[src/rtl/adder_share_arbiter_pkg.sv]
// Shared types for the adder-sharing arbiter: FSM encoding, datapath widths
// and the latched request record.
package adder_share_arbiter_pkg;

  localparam int unsigned DATA_WIDTH = 32;
  localparam int unsigned WIDE_WIDTH = 2 * DATA_WIDTH;

  typedef enum logic [1:0] {
    IDLE    = 2'd0,
    EXEC_LO = 2'd1,
    EXEC_HI = 2'd2,
    RESP    = 2'd3
  } state_t;

  typedef struct packed {
    logic [WIDE_WIDTH-1:0] a;
    logic [WIDE_WIDTH-1:0] b;
    logic                  cin;
    logic                  wide;
  } req_rec_t;

endpackage

[src/rtl/adder_share_arbiter_if.sv]
// Requester-side bus of the adder-sharing arbiter.
interface adder_share_arbiter_if
  import adder_share_arbiter_pkg::*;
#(
  parameter int unsigned NUM_REQ  = 4,
  parameter int unsigned ID_WIDTH = 2
);

  logic [NUM_REQ-1:0]            req;
  logic [NUM_REQ-1:0]            wide;
  logic [NUM_REQ*WIDE_WIDTH-1:0] op_a;
  logic [NUM_REQ*WIDE_WIDTH-1:0] op_b;
  logic [NUM_REQ-1:0]            op_cin;
  logic [NUM_REQ-1:0]            gnt;
  logic                          busy;
  logic                          done;
  logic [ID_WIDTH-1:0]           owner;
  logic [WIDE_WIDTH-1:0]         sum_out;
  logic                          cout_out;

  modport master (
    output req, wide, op_a, op_b, op_cin,
    input  gnt, busy, done, owner, sum_out, cout_out
  );

  modport slave (
    input  req, wide, op_a, op_b, op_cin,
    output gnt, busy, done, owner, sum_out, cout_out
  );

endinterface

[src/rtl/adder_32_bit.sv]
// 32-bit carry-select adder: ripple low half, upper half precomputed for both
// carry values and selected by the low-half carry.
module adder_32_bit (
  input  logic [31:0] a,
  input  logic [31:0] b,
  input  logic        cin,
  output logic [31:0] sum,
  output logic        cout
);

  logic [16:0] lo;
  logic [16:0] hi0;
  logic [16:0] hi1;

  assign lo  = {1'b0, a[15:0]} + {1'b0, b[15:0]} + {16'd0, cin};
  assign hi0 = {1'b0, a[31:16]} + {1'b0, b[31:16]};
  assign hi1 = {1'b0, a[31:16]} + {1'b0, b[31:16]} + 17'd1;

  assign sum  = {(lo[16] ? hi1[15:0] : hi0[15:0]), lo[15:0]};
  assign cout = lo[16] ? hi1[16] : hi0[16];

endmodule

[src/rtl/adder_share_arbiter_rr_priority_picker.sv]
// Round-robin priority picker: first asserted request at or above ptr,
// wrapping modulo N.
module rr_priority_picker #(
  parameter int unsigned N  = 4,
  parameter int unsigned IW = 2
) (
  input  logic [N-1:0]  req,
  input  logic [IW-1:0] ptr,
  output logic [N-1:0]  gnt_c,
  output logic [IW-1:0] idx_c,
  output logic          any_c
);

  int unsigned j;

  always_comb begin
    gnt_c = '0;
    idx_c = '0;
    any_c = 1'b0;
    j     = 0;
    for (int unsigned k = 0; k < N; k++) begin
      j = (32'(ptr) + k) % N;
      if (!any_c && req[j]) begin
        any_c    = 1'b1;
        gnt_c[j] = 1'b1;
        idx_c    = IW'(j);
      end
    end
  end

endmodule

[src/rtl/adder_share_arbiter.sv]
// Round-robin arbiter sharing one 32-bit adder; wide ops take two passes
// with the carry held in a register between them.
module adder_share_arbiter
  import adder_share_arbiter_pkg::*;
#(
  parameter int unsigned NUM_REQ  = 4,
  parameter int unsigned ID_WIDTH = 2
) (
  input logic                  clk,
  input logic                  rst,
  adder_share_arbiter_if.slave bus
);

  state_t                 state_q;
  state_t                 state_d;
  req_rec_t               req_q;
  logic [DATA_WIDTH-1:0]  sum_lo_q;
  logic [DATA_WIDTH-1:0]  sum_hi_q;
  logic                   carry_q;
  logic [ID_WIDTH-1:0]    rr_ptr_q;
  logic [ID_WIDTH-1:0]    next_ptr_c;

  logic [NUM_REQ-1:0]     pick_gnt_c;
  logic [ID_WIDTH-1:0]    pick_idx_c;
  logic                   pick_any_c;

  logic [DATA_WIDTH-1:0]  add_a_c;
  logic [DATA_WIDTH-1:0]  add_b_c;
  logic                   add_cin_c;
  logic [DATA_WIDTH-1:0]  add_sum_c;
  logic                   add_cout_c;

  rr_priority_picker #(.N(NUM_REQ), .IW(ID_WIDTH)) u_picker (
    .req   (bus.req),
    .ptr   (rr_ptr_q),
    .gnt_c (pick_gnt_c),
    .idx_c (pick_idx_c),
    .any_c (pick_any_c)
  );

  // Adder operands come only from the latched request, never from live op_*.
  always_comb begin
    add_a_c   = req_q.a[DATA_WIDTH-1:0];
    add_b_c   = req_q.b[DATA_WIDTH-1:0];
    add_cin_c = req_q.cin;
    if (state_q == EXEC_HI) begin
      add_a_c   = req_q.a[WIDE_WIDTH-1:DATA_WIDTH];
      add_b_c   = req_q.b[WIDE_WIDTH-1:DATA_WIDTH];
      add_cin_c = carry_q;
    end
  end

  adder_32_bit u_adder (
    .a    (add_a_c),
    .b    (add_b_c),
    .cin  (add_cin_c),
    .sum  (add_sum_c),
    .cout (add_cout_c)
  );

  assign next_ptr_c = (bus.owner == ID_WIDTH'(NUM_REQ - 1)) ? '0
                                                            : bus.owner + ID_WIDTH'(1);

  always_comb begin
    state_d = state_q;
    case (state_q)
      IDLE:    if (pick_any_c) state_d = EXEC_LO;
      EXEC_LO: state_d = req_q.wide ? EXEC_HI : RESP;
      EXEC_HI: state_d = RESP;
      RESP:    state_d = IDLE;
      default: state_d = IDLE;
    endcase
  end

  always_ff @(posedge clk) begin
    if (rst) begin
      state_q      <= IDLE;
      req_q        <= '0;
      sum_lo_q     <= '0;
      sum_hi_q     <= '0;
      carry_q      <= 1'b0;
      rr_ptr_q     <= '0;
      bus.gnt      <= '0;
      bus.busy     <= 1'b0;
      bus.done     <= 1'b0;
      bus.owner    <= '0;
      bus.sum_out  <= '0;
      bus.cout_out <= 1'b0;
    end else begin
      state_q  <= state_d;
      bus.gnt  <= '0;
      bus.done <= 1'b0;
      bus.busy <= (state_d != IDLE);
      case (state_q)
        IDLE: if (pick_any_c) begin
          bus.gnt    <= pick_gnt_c;
          bus.owner  <= pick_idx_c;
          req_q.a    <= bus.op_a[pick_idx_c*WIDE_WIDTH +: WIDE_WIDTH];
          req_q.b    <= bus.op_b[pick_idx_c*WIDE_WIDTH +: WIDE_WIDTH];
          req_q.cin  <= bus.op_cin[pick_idx_c];
          req_q.wide <= bus.wide[pick_idx_c];
        end
        EXEC_LO: begin
          sum_lo_q <= add_sum_c;
          carry_q  <= add_cout_c;
        end
        EXEC_HI: begin
          sum_hi_q <= add_sum_c;
          carry_q  <= add_cout_c;
        end
        RESP: begin
          bus.done     <= 1'b1;
          bus.sum_out  <= req_q.wide ? {sum_hi_q, sum_lo_q} : {DATA_WIDTH'(0), sum_lo_q};
          bus.cout_out <= carry_q;
          rr_ptr_q     <= next_ptr_c;
        end
        default: ;
      endcase
    end
  end

endmodule

[src/flat_wrapper.sv]
// flat-port wrapper written by rule: the top's interface ports become plain ports
module adder_share_arbiter_flat import adder_share_arbiter_pkg::*;
#(
  parameter int unsigned NUM_REQ  = 4,
  parameter int unsigned ID_WIDTH = 2
)
  (clk, rst, bus_req, bus_wide, bus_op_a, bus_op_b, bus_op_cin, bus_gnt, bus_busy, bus_done, bus_owner, bus_sum_out, bus_cout_out);
  adder_share_arbiter_if #(.NUM_REQ(NUM_REQ), .ID_WIDTH(ID_WIDTH)) bus_i ();
  input logic clk;
  input logic rst;
  input wire logic [$bits(bus_i.req)-1:0] bus_req;
  input wire logic [$bits(bus_i.wide)-1:0] bus_wide;
  input wire logic [$bits(bus_i.op_a)-1:0] bus_op_a;
  input wire logic [$bits(bus_i.op_b)-1:0] bus_op_b;
  input wire logic [$bits(bus_i.op_cin)-1:0] bus_op_cin;
  output wire logic [$bits(bus_i.gnt)-1:0] bus_gnt;
  output wire logic [$bits(bus_i.busy)-1:0] bus_busy;
  output wire logic [$bits(bus_i.done)-1:0] bus_done;
  output wire logic [$bits(bus_i.owner)-1:0] bus_owner;
  output wire logic [$bits(bus_i.sum_out)-1:0] bus_sum_out;
  output wire logic [$bits(bus_i.cout_out)-1:0] bus_cout_out;
  assign bus_i.req = bus_req;
  assign bus_i.wide = bus_wide;
  assign bus_i.op_a = bus_op_a;
  assign bus_i.op_b = bus_op_b;
  assign bus_i.op_cin = bus_op_cin;
  assign bus_gnt = bus_i.gnt;
  assign bus_busy = bus_i.busy;
  assign bus_done = bus_i.done;
  assign bus_owner = bus_i.owner;
  assign bus_sum_out = bus_i.sum_out;
  assign bus_cout_out = bus_i.cout_out;
  adder_share_arbiter #(.NUM_REQ(NUM_REQ), .ID_WIDTH(ID_WIDTH)) u_core (.clk(clk), .rst(rst), .bus(bus_i));
endmodule
[config.mk]
export PLATFORM = sky130hd
export DESIGN_NAME = adder_share_arbiter_flat
export DESIGN_NICKNAME = d
export VERILOG_FILES = /design/src/rtl/adder_share_arbiter_pkg.sv /design/src/rtl/adder_share_arbiter_if.sv /design/src/rtl/adder_32_bit.sv /design/src/rtl/adder_share_arbiter_rr_priority_picker.sv /design/src/rtl/adder_share_arbiter.sv /design/src/flat_wrapper.sv
export SDC_FILE = /design/constraint.sdc
export NUM_CORES = 1
export LEC_CHECK = 0
export CAP_MARGIN = 20
export CORE_AREA = 8 8 226 228
export CTS_BUF_LIST = sky130_fd_sc_hd__clkbuf_4 sky130_fd_sc_hd__clkbuf_8
export DETAILED_ROUTE_END_ITERATION = 8
export DIE_AREA = 0 0 234 236
export PLACE_DENSITY = 0.68
export RECOVER_POWER = 50
export SLEW_MARGIN = 40
export SYNTH_ARGS = -nofsm -noshare
export SYNTH_HDL_FRONTEND = slang
export SYNTH_SLANG_ARGS = --single-unit
[constraint.sdc]
create_clock -name clk -period 4.05 [get_ports clk]
set_clock_uncertainty 0.2 [all_clocks]
set_input_delay 0.81 -clock clk [delete_from_list [all_inputs] [get_ports clk]]
set_output_delay 0.81 -clock clk [all_outputs]
set_load 0.05 [all_outputs]
==> results of run 1 <==
## metrics by stage
step	worst slack (ns)	utilization, %
5_1_grt	-0.0528	53.1
4_1_cts	-0.00137	52.4
3_5_place_dp	-0.159	49.9
2_1_floorplan	0.0112	-
6_report	0.0868	53.1
3_3_place_gp	-0.106	49.9
## sequential cells by signal, summed over array words and instances (netlist names)
register             flops
u_core.bus.sum_out      64
u_core.bus.owner         2
u_core.req_q           130
u_core.sum_hi_q         32
u_core.sum_lo_q         32
u_core.bus.done          1
u_core.bus.busy          1
u_core.rr_ptr_q          2
u_core.carry_q           1
u_core.state_q           2
u_core.bus.cout_out      1
u_core.bus.gnt           4
## Yosys cell counts (7+ instances only)
cell | count | area share, %
xnor2_1 | 12 | 0.64
buf_2 | 30 | 0.91
inv_1 | 21 | 0.48
buf_4 | 20 | 0.91
a22oi_1 | 34 | 1.5
nand2_1 | 622 | 14
and2_1 | 10 | 0.38
nor2_1 | 142 | 3.2
nand2b_1 | 8 | 0.30
buf_1 | 10 | 0.23
nor3_1 | 22 | 0.67
nor2b_1 | 39 | 1.5
mux2i_1 | 93 | 5.6
o22ai_1 | 31 | 1.2
nand3_1 | 321 | 9.7
o21ai_0 | 20 | 0.61
a21oi_1 | 156 | 4.7
or3_1 | 7 | 0.26
a211oi_1 | 28 | 1.3
a21o_1 | 14 | 0.64
and3_1 | 12 | 0.45
o221ai_1 | 7 | 0.37
dfxtp_1 | 272 | 33
xor2_1 | 11 | 0.58
mux2_2 | 69 | 4.7
clkbuf_1 | 116 | 2.6
ha_1 | 42 | 3.2
## how the worst min path moves through the flow
stage / cells after the start / slack, ns / end / start
floorplan: 2 / 0.23 / u_core.req_q[103] / u_core.req_q[103]
global placement: 2 / 0.24 / u_core.req_q[49] / u_core.req_q[49]
detailed placement: 2 / 0.24 / u_core.req_q[22] / u_core.req_q[22]
CTS: 2 / 0.25 / u_core.req_q[8] / u_core.req_q[8]
global route: 2 / 0.26 / u_core.req_q[8] / u_core.req_q[8]
finish: 2 / 0.25 / u_core.req_q[15] / u_core.req_q[15]
## metal layers
layer	wire length [um]	vias up
li1	-	9091
met4	2870	2
met3	6430	122
met2	38700	720
met1	31900	8860
met5	10	-
## power breakdown
part	internal, mW	total, mW	switching (mW)	leakage [nW]
registers	3.55	4.24	0.686	2.22
logic	4.12	9.96	5.84	7.35
clock network	1.58	2.74	1.16	0.544
## worst max-delay path: cells and delay by family, from the launching register on
kind | cells | cell delay (ns)
mux | 1 | 0.35
fa+ha+maj | 3 | 0.91
simple gates | 3 | 0.40
flops | 1 | 0.33
compound gates | 5 | 1.05
buf+inv | 5 | 0.64
## cell families (layout without fill, tap and decap cells)
logic type	after synthesis	after routing
fa+ha+maj	45	45
compound gates	356	356
buf+inv	199	828
mux	165	165
simple gates	1216	1216
flops	272	272
xor+xnor	23	23
other cells	0	15
## cell type report
| cell class | count | area (um^2) |
|---|---|---|
| fill | 4552 | 22200 |
| clock buffer | 73 | 917 |
| timing repair buffer | 723 | 7160 |
| multi-input combinational | 1805 | 10600 |
| inverter | 21 | 78.8 |
| clock inverter | 11 | 123 |
| tap | 615 | 769 |
| antenna | 15 | 37.5 |
| sequential | 272 | 5450 |
## placed cells by master, fill, tap and decap left out, drive strengths merged, types with 11 or more instances in the layout
cell	instances
clkdlybuf4s50	597
inv	23
ha	42
and2	11
a22oi	34
diode	15
nor2	142
a21o	14
xor2	11
a211oi	30
and3	12
o22ai	31
o21ai	23
nand3	321
mux2	69
xnor2	12
mux2i	93
nor3	23
nor2b	39
a21oi	156
nand2	623
buf	124
dfxtp	272
clkbuf	75
## repair_timing
item | 4_1_cts | 5_1_grt
resized for setup | 10 | 56
buffers inserted | 10 | 3
setup endpoints to repair | 11 | 31
pin swaps | 7 | 17
==> flow_summary.yaml, run 1 <==
placed_design:
  gp_congestion: 0.922
  place_area_um2: 23600
  placed_cells: 3423
  dp_hpwl_um: 64300
  port_buffers: 598
worst_setup_path:
  cpMostUsedCell: "buf_4"
  regToRegEndpoint: "u_core.sum_lo_q[30]"
  worstPathCellList: "inv_2 > ha_4 > buf_4 > mux2_2 > fa_1 > inv_1 > fa_2 > nor2b_1 > o21ai_2 > a21oi_2 > or2_4 > a311oi_4 > buf_6 > nor4_4 > buf_4 > a21bo_2 > a311oi_1"
  endpoint_kind: "register"
  critical-path-max-stage-delay_ns: 0.45
  cp.required_ns: 4.37
  r2r_setup_slack_ns: 0.09
  crit_type: "reg -> reg"
  reg2reg_from: "u_core.state_q[0]"
  path_max_fanout: 7
  worstSetupStartpoint: "u_core.state_q[0]"
  endpoint: "u_core.sum_lo_q[30]"
  crit_slowest_cell: "fa_1"
  cp-start-kind: "register"
  worst_ep_arrival_time_ns: 4.28
  ff2ff_path_depth: 17
synth:
  synth_area_um2: 16500
  synth_top_family_by_area: "simple AND/OR/NAND/NOR gates"
  seq_area_frac_synth_pct: 33.0
  synth_cells: 2276
  ys.flop_type: "dfxtp_1"
  synth_simple_gate_area_share_pct: 32.2
  async_flop_share_pct: 0
  synthAdderAreaFrac_pct: 3.54
  yosys_warnings: 0
  synthXorXnorAreaFrac_pct: 1.22
  syn_avg_cell_area_um2: 7.26
  yosys_register_bits: 272
  synthDistinctLibCells: 73
  synth_compound_area_share_pct: 14.1
  synth_edf_count: 0
  synth_fp_nets: 2847
  synth.area.mux_share_pct: 10.7
run:
  drv_cap: 0
clock_network:
  clk_latency_ns: 0.61
  tritoncts: "done"
  cts-root-buf: "clkbuf_8"
  clk_pin_slew_worst_paths_ns: 0.06
  cts_sinks: 272
  ctsHtreeMaxLevel: 2
  numCtsBuffers: 48
  cts_buffer_depth: 3
  cts_hold_buf: 0
grt:
  grt_max_degree: 105
  grtUsageTotal_pct: 27.7
  grt_use_met1_pct: 32.8
  grt_pass1_vias: 18893
  grt_first_pass_wirelength_um: 117000
  use_met2_pct: 46.8
  antenna_found_initial: 20
  top_usage_layer: "met2"
  grt_util_met3_pct: 7.33
  overflow: 0
layout:
  final_layout_size_suffix_gt1_share_pct: 12.5
  finalNonFillerCells: 3535
  nets: 3442
  area_growth_pct: 52.1
  fin_area_um2: 25100
die:
  die_h_um: 236
  die_area_um2: 55200
  die_w_um: 234
  ios: 599
  std_cell_rows: 80
  coreArea_um2: 47300
  start_util_pct: 34.9
timing:
  setup_viol: 0
  relSlewSlack_pct: 3.98
  drv_slew: 0
  timing.hold.ws_ns: 0.250
  worst_pin_slew_ns: 1.44
  final.min_clock_period_ns: 3.96
  finalCritPeriodShare_pct: 97.9
  rsz0062_at_grt: "yes"
  fin_tns_setup_ns: 0
  final-hold-violation-count: 0
  clock.fmax_mhz: 252
pwr:
  ir_drop_v: 0.000414
  p_leak_nw: 10.1
  power_mw: 16.9
  powerDensity_nw_per_um2: 674
detailed_routing:
  route.vias.total: 18795
  drt_first_pass_iters: 7
  drtAntennaViolNets: 0
  drc: 0
  drt_iter0_markers: 1524
  wl_per_cell_um: 22.6
  routed_wl_um: 79800
  via_per_inst: 5.32
worst_hold_path:
  hold_class: "reg -> reg"
outcome:
  status: "finished clean"
Power figures use the tool's default switching activity.
==> run 2: changes to the inputs <==
Settings changed: RECOVER_POWER 50 to not set.
==> run 2 against run 1 <==
Combinational power about the same; first-iteration DRC count down 2.5%; sequential cell count is the same; highest routed layer unchanged.
==> flow_summary.yaml, run 2 (synthesized netlist as in run 1, its figures left out) <==
worst_setup_path:
  worst_ep_arrival_time_ns: 4.29
  cp-start-kind: "register"
  endpoint_kind: "register"
  ff2ff_path_depth: 17
  crit_slowest_cell: "fa_1"
  cp.required_ns: 4.37
  crit_type: "reg -> reg"
  regToRegEndpoint: "u_core.sum_hi_q[30]"
  cpMostUsedCell: "buf_4"
  reg2reg_from: "u_core.state_q[0]"
  worstPathCellList: "inv_2 > ha_4 > buf_4 > mux2_2 > fa_1 > inv_1 > fa_2 > nor2b_1 > o21ai_2 > a21oi_2 > or2_4 > a311oi_4 > buf_6 > nor4_4 > buf_4 > a21bo_2 > a311oi_2"
  critical-path-max-stage-delay_ns: 0.45
  path_max_fanout: 7
  r2r_setup_slack_ns: 0.09
timing:
  setup_viol: 0
  relSlewSlack_pct: 43.8
  finalCritPeriodShare_pct: 97.9
  clock.fmax_mhz: 252
  timing.hold.ws_ns: 0.251
  fin_tns_setup_ns: 0
  final.min_clock_period_ns: 3.96
  final-hold-violation-count: 0
  drv_slew: 0
  rsz0062_at_grt: "yes"
  worst_pin_slew_ns: 0.842
clock_network:
  clk_latency_ns: 0.61
  tritoncts: "done"
  cts_buffer_depth: 3
  numCtsBuffers: 48
  cts_hold_buf: 0
  cts-root-buf: "clkbuf_8"
  clk_pin_slew_worst_paths_ns: 0.06
  cts_sinks: 272
  ctsHtreeMaxLevel: 2
layout:
  nets: 3442
  final_cell_mix: "619 x nand2_1, 597 x clkdlybuf4s50_1, 321 x nand3_1"
  area_growth_pct: 52.1
  multiInputGateArea_um2: 10600
  largest_register_ffs: 130
  max_flop_register: "u_core.req_q"
  largestRegisters: "u_core.req_q x130, u_core.bus.sum_out x64"
  seq_area_um2: 5450
  fill_cells: 4551
  fin_area_um2: 25100
  final_layout_size_suffix_gt1_share_pct: 12.5
  final_common_cell: "nand2_1"
die:
  std_cell_rows: 80
  die_w_um: 234
  coreArea_um2: 47300
  die_h_um: 236
  start_util_pct: 34.9
  die_area_um2: 55200
  ios: 599
grt:
  grt_util_met3_pct: 7.33
  antenna_found_initial: 20
  grt_first_pass_wirelength_um: 117000
  top_usage_layer: "met2"
  grt_use_met1_pct: 32.8
  overflow: 0
  grt_pass1_vias: 18893
  grtUsageTotal_pct: 27.7
  use_met2_pct: 46.8
  grt_max_degree: 105
detailed_routing:
  drc: 0
  drt_iter0_markers: 1486
  drtAntennaViolNets: 0
  routed_wl_um: 80000
  via_per_inst: 5.31
  wl_per_cell_um: 22.6
  route.vias.total: 18772
  drt_first_pass_iters: 6
worst_hold_path:
  hold_class: "reg -> reg"
  worstHoldStart: "u_core.req_q[15]"
  hold_end: "u_core.req_q[15]"
  hold_depth: 2
pwr:
  powerDensity_nw_per_um2: 674
  p_leak_nw: 10.1
  power_mw: 16.9
  ir_drop_v: 0.000413
placed_design:
  gp_congestion: 0.922
  place_area_um2: 23600
  port_buffers: 598
  dp_hpwl_um: 64300
run:
  drv_cap: 0
outcome:
  status: "finished clean"
-- run 2: how the worst max path moves through the flow --
| stage | depth (start not counted) | slack (ns) | start | endpoint |
|---|---|---|---|---|
| 2_1_floorplan | 14 | 0.01 | u_core.state_q[0] | u_core.sum_hi_q[30] |
| 3_3_place_gp | 13 | -0.11 | u_core.state_q[0] | u_core.sum_lo_q[30] |
| 3_5_place_dp | 11 | -0.16 | bus_req[3] | u_core.req_q[83] |
| 4_1_cts | 15 | -0.001 | u_core.state_q[0] | u_core.carry_q |
| 5_1_grt | 13 | -0.05 | u_core.state_q[0] | u_core.sum_lo_q[31] |
| 6_report | 17 | 0.09 | u_core.state_q[0] | u_core.sum_hi_q[30] |
-- run 2: routing by layer --
layer,up-vias,routed length [um]
li1,9081,-
met1,8863,32300
met2,706,38700
met3,120,6080
met4,2,2840
met5,-,10
-- run 2: area by class of cell --
type | instances | area share (%)
sequential | 272 | 21.7
antenna | 14 | 0.139
clock buffer | 73 | 3.65
tap | 615 | 3.06
inverter | 21 | 0.314
multi-input combinational | 1805 | 42.2
timing repair buffer | 723 | 28.5
clock inverter | 11 | 0.488
-- run 2: per-stage QoR --
step | worst slack [ns] | std cells | util [%]
after CTS | -0.00137 | 3517 | 52.4
final | 0.0856 | 3534 | 53.1
after global routing | -0.0528 | 3533 | 53.1
after floorplan | 0.0112 | 2276 | -
after global placement | -0.106 | 3422 | 49.9
after detailed placement | -0.159 | 3423 | 49.9
-- run 2: critical path: cells and delay by family, from the launching register on --
| kind | cells | cell delay, ns |
|---|---|---|
| buffers and inverters | 5 | 0.64 |
| AOI/OAI and AO/OA | 5 | 1.05 |
| and+or+nand+nor | 3 | 0.40 |
| adders and majority gates | 3 | 0.91 |
| muxes | 1 | 0.35 |
| DFF | 1 | 0.33 |
-- run 2: power by group --
| group | switching [mW] | leakage [nW] | internal, mW |
|---|---|---|---|
| Combinational | 5.83 | 7.35 | 4.12 |
| Clock | 1.17 | 0.544 | 1.58 |
| Sequential | 0.686 | 2.22 | 3.55 |
| Total | 7.69 | 10.1 | 9.25 |
-- run 2: what timing repair did --
item / CTS / global route
pin swaps: 7 / 17
resized for setup: 10 / 56
endpoints found under the setup margin: 11 / 31
setup buffers: 10 / 3
==> run 3: changes to the inputs <==
Settings changed: SLEW_MARGIN 40 to 20.
==> run 3 against run 2 <==
Sequential power about the same; count of clock-buffer cells in the layout is 6 lower; maximum frequency shrank 1.7%; hold slack gained 0.00096 ns; critical endpoint unchanged; highest routed layer unchanged.
==> flow_summary.yaml, run 3 (synthesized netlist as in run 1, its figures left out) <==
worst_setup_path:
  ff2ff_path_depth: 12
  worst_ep_arrival_time_ns: 4.35
  crit_type: "reg -> reg"
  reg2reg_from: "u_core.state_q[1]"
  path_max_fanout: 8
  endpoint_kind: "register"
  cp-start-kind: "register"
  r2r_setup_slack_ns: 0.02
  cp.required_ns: 4.37
  regToRegEndpoint: "u_core.sum_hi_q[30]"
timing:
  setup_viol: 0
  clock.fmax_mhz: 248
  drv_slew: 0
  rsz0062_at_grt: "yes"
  final-hold-violation-count: 0
  finalCritPeriodShare_pct: 99.6
  fin_tns_setup_ns: 0
  worst_pin_slew_ns: 1.14
  relSlewSlack_pct: 24.1
  final.min_clock_period_ns: 4.03
detailed_routing:
  via_per_inst: 5.35
  routed_wl_um: 80200
  drt_first_pass_iters: 5
  route.vias.total: 18845
  drtAntennaViolNets: 0
  drc: 0
  drt_iter0_markers: 1506
  wl_per_cell_um: 22.8
grt:
  antenna_found_initial: 10
  grt_pass1_vias: 18819
  grt_max_degree: 105
  grt_first_pass_wirelength_um: 118000
  grtUsageTotal_pct: 27.7
  overflow: 0
pwr:
  power_mw: 16.9
  p_leak_nw: 10.1
  ir_drop_v: 0.000357
  powerDensity_nw_per_um2: 673
clock_network:
  numCtsBuffers: 47
  cts_buffer_depth: 3
  clk_pin_slew_worst_paths_ns: 0.06
  cts-root-buf: "clkbuf_8"
  tritoncts: "done"
  cts_hold_buf: 0
  cts_sinks: 272
  clk_latency_ns: 0.61
  ctsHtreeMaxLevel: 2
placed_design:
  port_buffers: 598
  gp_congestion: 0.922
  dp_hpwl_um: 64200
outcome:
  status: "finished clean"
worst_hold_path:
  worstHoldStart: "u_core.req_q[8]"
  hold_class: "reg -> reg"
  hold_end: "u_core.req_q[8]"
  hold_depth: 2
die:
  die_area_um2: 55200
  coreArea_um2: 47300
  die_h_um: 236
  ios: 599
  die_w_um: 234
  start_util_pct: 34.9
  std_cell_rows: 80
run:
  drv_cap: 0
layout:
  largest_register_ffs: 130
  fill_cells: 4557
  final_cell_mix: "620 x nand2_1, 597 x clkdlybuf4s50_1, 321 x nand3_1"
  nets: 3442
  final_util_pct: 53.0
  final_layout_size_suffix_gt1_share_pct: 12.4
  max_flop_register: "u_core.req_q"
  final_common_cell: "nand2_1"
  area_growth_pct: 51.9
  largestRegisters: "u_core.req_q x130, u_core.bus.sum_out x64"
[run 3: cell types whose count changed in the layout (fill, tap and decap cells not counted), moves of 3 or more]
cell and change:
buf_4 +3, xor2_1 -3, a21oi_1 +3, clkbuf_8 -3
xor2_2 +3, xnor2_1 -3, ha_1 +4, clkbuf_4 -3
diode_2 -7, ha_4 -4, a21oi_2 -3, xnor2_2 +3
clkinv_2 +5, clkinvlp_4 -3
[run 3: what timing repair did]
item                       in CTS  in global routing
setup endpoints to repair      15                 29
resized for setup              10                 61
setup buffers                   4                 11
pin swaps                       4                 22
[run 3: per-stage QoR]
step | cells | hold WS, ns | setup WS, ns | instance area (um^2)
floorplan | 2276 | 0.233 | 0.0112 | 16600
global placement | 3422 | 0.240 | -0.106 | 23600
detailed placement | 3422 | 0.244 | -0.182 | 23600
CTS | 3507 | 0.253 | 0.00435 | 24700
global route | 3522 | 0.264 | -0.162 | 25100
finish | 3525 | 0.252 | 0.0177 | 25100
[run 3: where the power goes]
group          switching, mW  internal [mW]
Combinational           5.87           4.11
Sequential             0.681           3.55
Clock                   1.18           1.50
Total                   7.73           9.16
[run 3: layout make-up]
| class | count | area (um^2) | area share [%] |
|---|---|---|---|
| Antenna cell | 7 | 17.5 | 0.0698 |
| Timing Repair Buffer | 724 | 7160 | 28.5 |
| Clock inverter | 14 | 149 | 0.593 |
| Clock buffer | 67 | 853 | 3.40 |
| Inverter | 21 | 78.8 | 0.314 |
| Multi-Input combinational cell | 1805 | 10600 | 42.3 |
| Tap cell | 615 | 769 | 3.07 |
| Sequential cell | 272 | 5450 | 21.7 |
[run 3: worst max-delay path by stage]
stage / from / end / slack [ns] / depth (start not counted)
finish: u_core.state_q[1] / u_core.sum_hi_q[30] / 0.02 / 12
floorplan: u_core.state_q[0] / u_core.sum_hi_q[30] / 0.01 / 14
global placement: u_core.state_q[0] / u_core.sum_lo_q[30] / -0.11 / 13
detailed placement: u_core.state_q[0] / u_core.sum_hi_q[30] / -0.18 / 13
global route: u_core.state_q[0] / u_core.sum_lo_q[30] / -0.16 / 13
CTS: u_core.state_q[0] / u_core.sum_hi_q[30] / 0.004 / 13
[run 3: critical path: stages (launching register included)]
cell       delay (ns)
dfxtp_1          0.38
ha_4             0.25
mux2_4           0.34
ha_4             0.17
fa_2             0.37
a211o_1          0.36
a2111oi_4        0.40
o211ai_1         0.21
nand2_1          0.20
nand2_2          0.09
o311ai_4         0.37
nand4b_1         0.26
a311oi_2         0.32
[run 3: layer usage]
layer  global-route usage, %  vias up  wire [um]
met1                    34.3     9003      32800
met3                    5.20       91       5650
li1                        -     9088          -
met4                    6.48        2       1850
met2                    49.0      661      39900
met5                       0        -         13
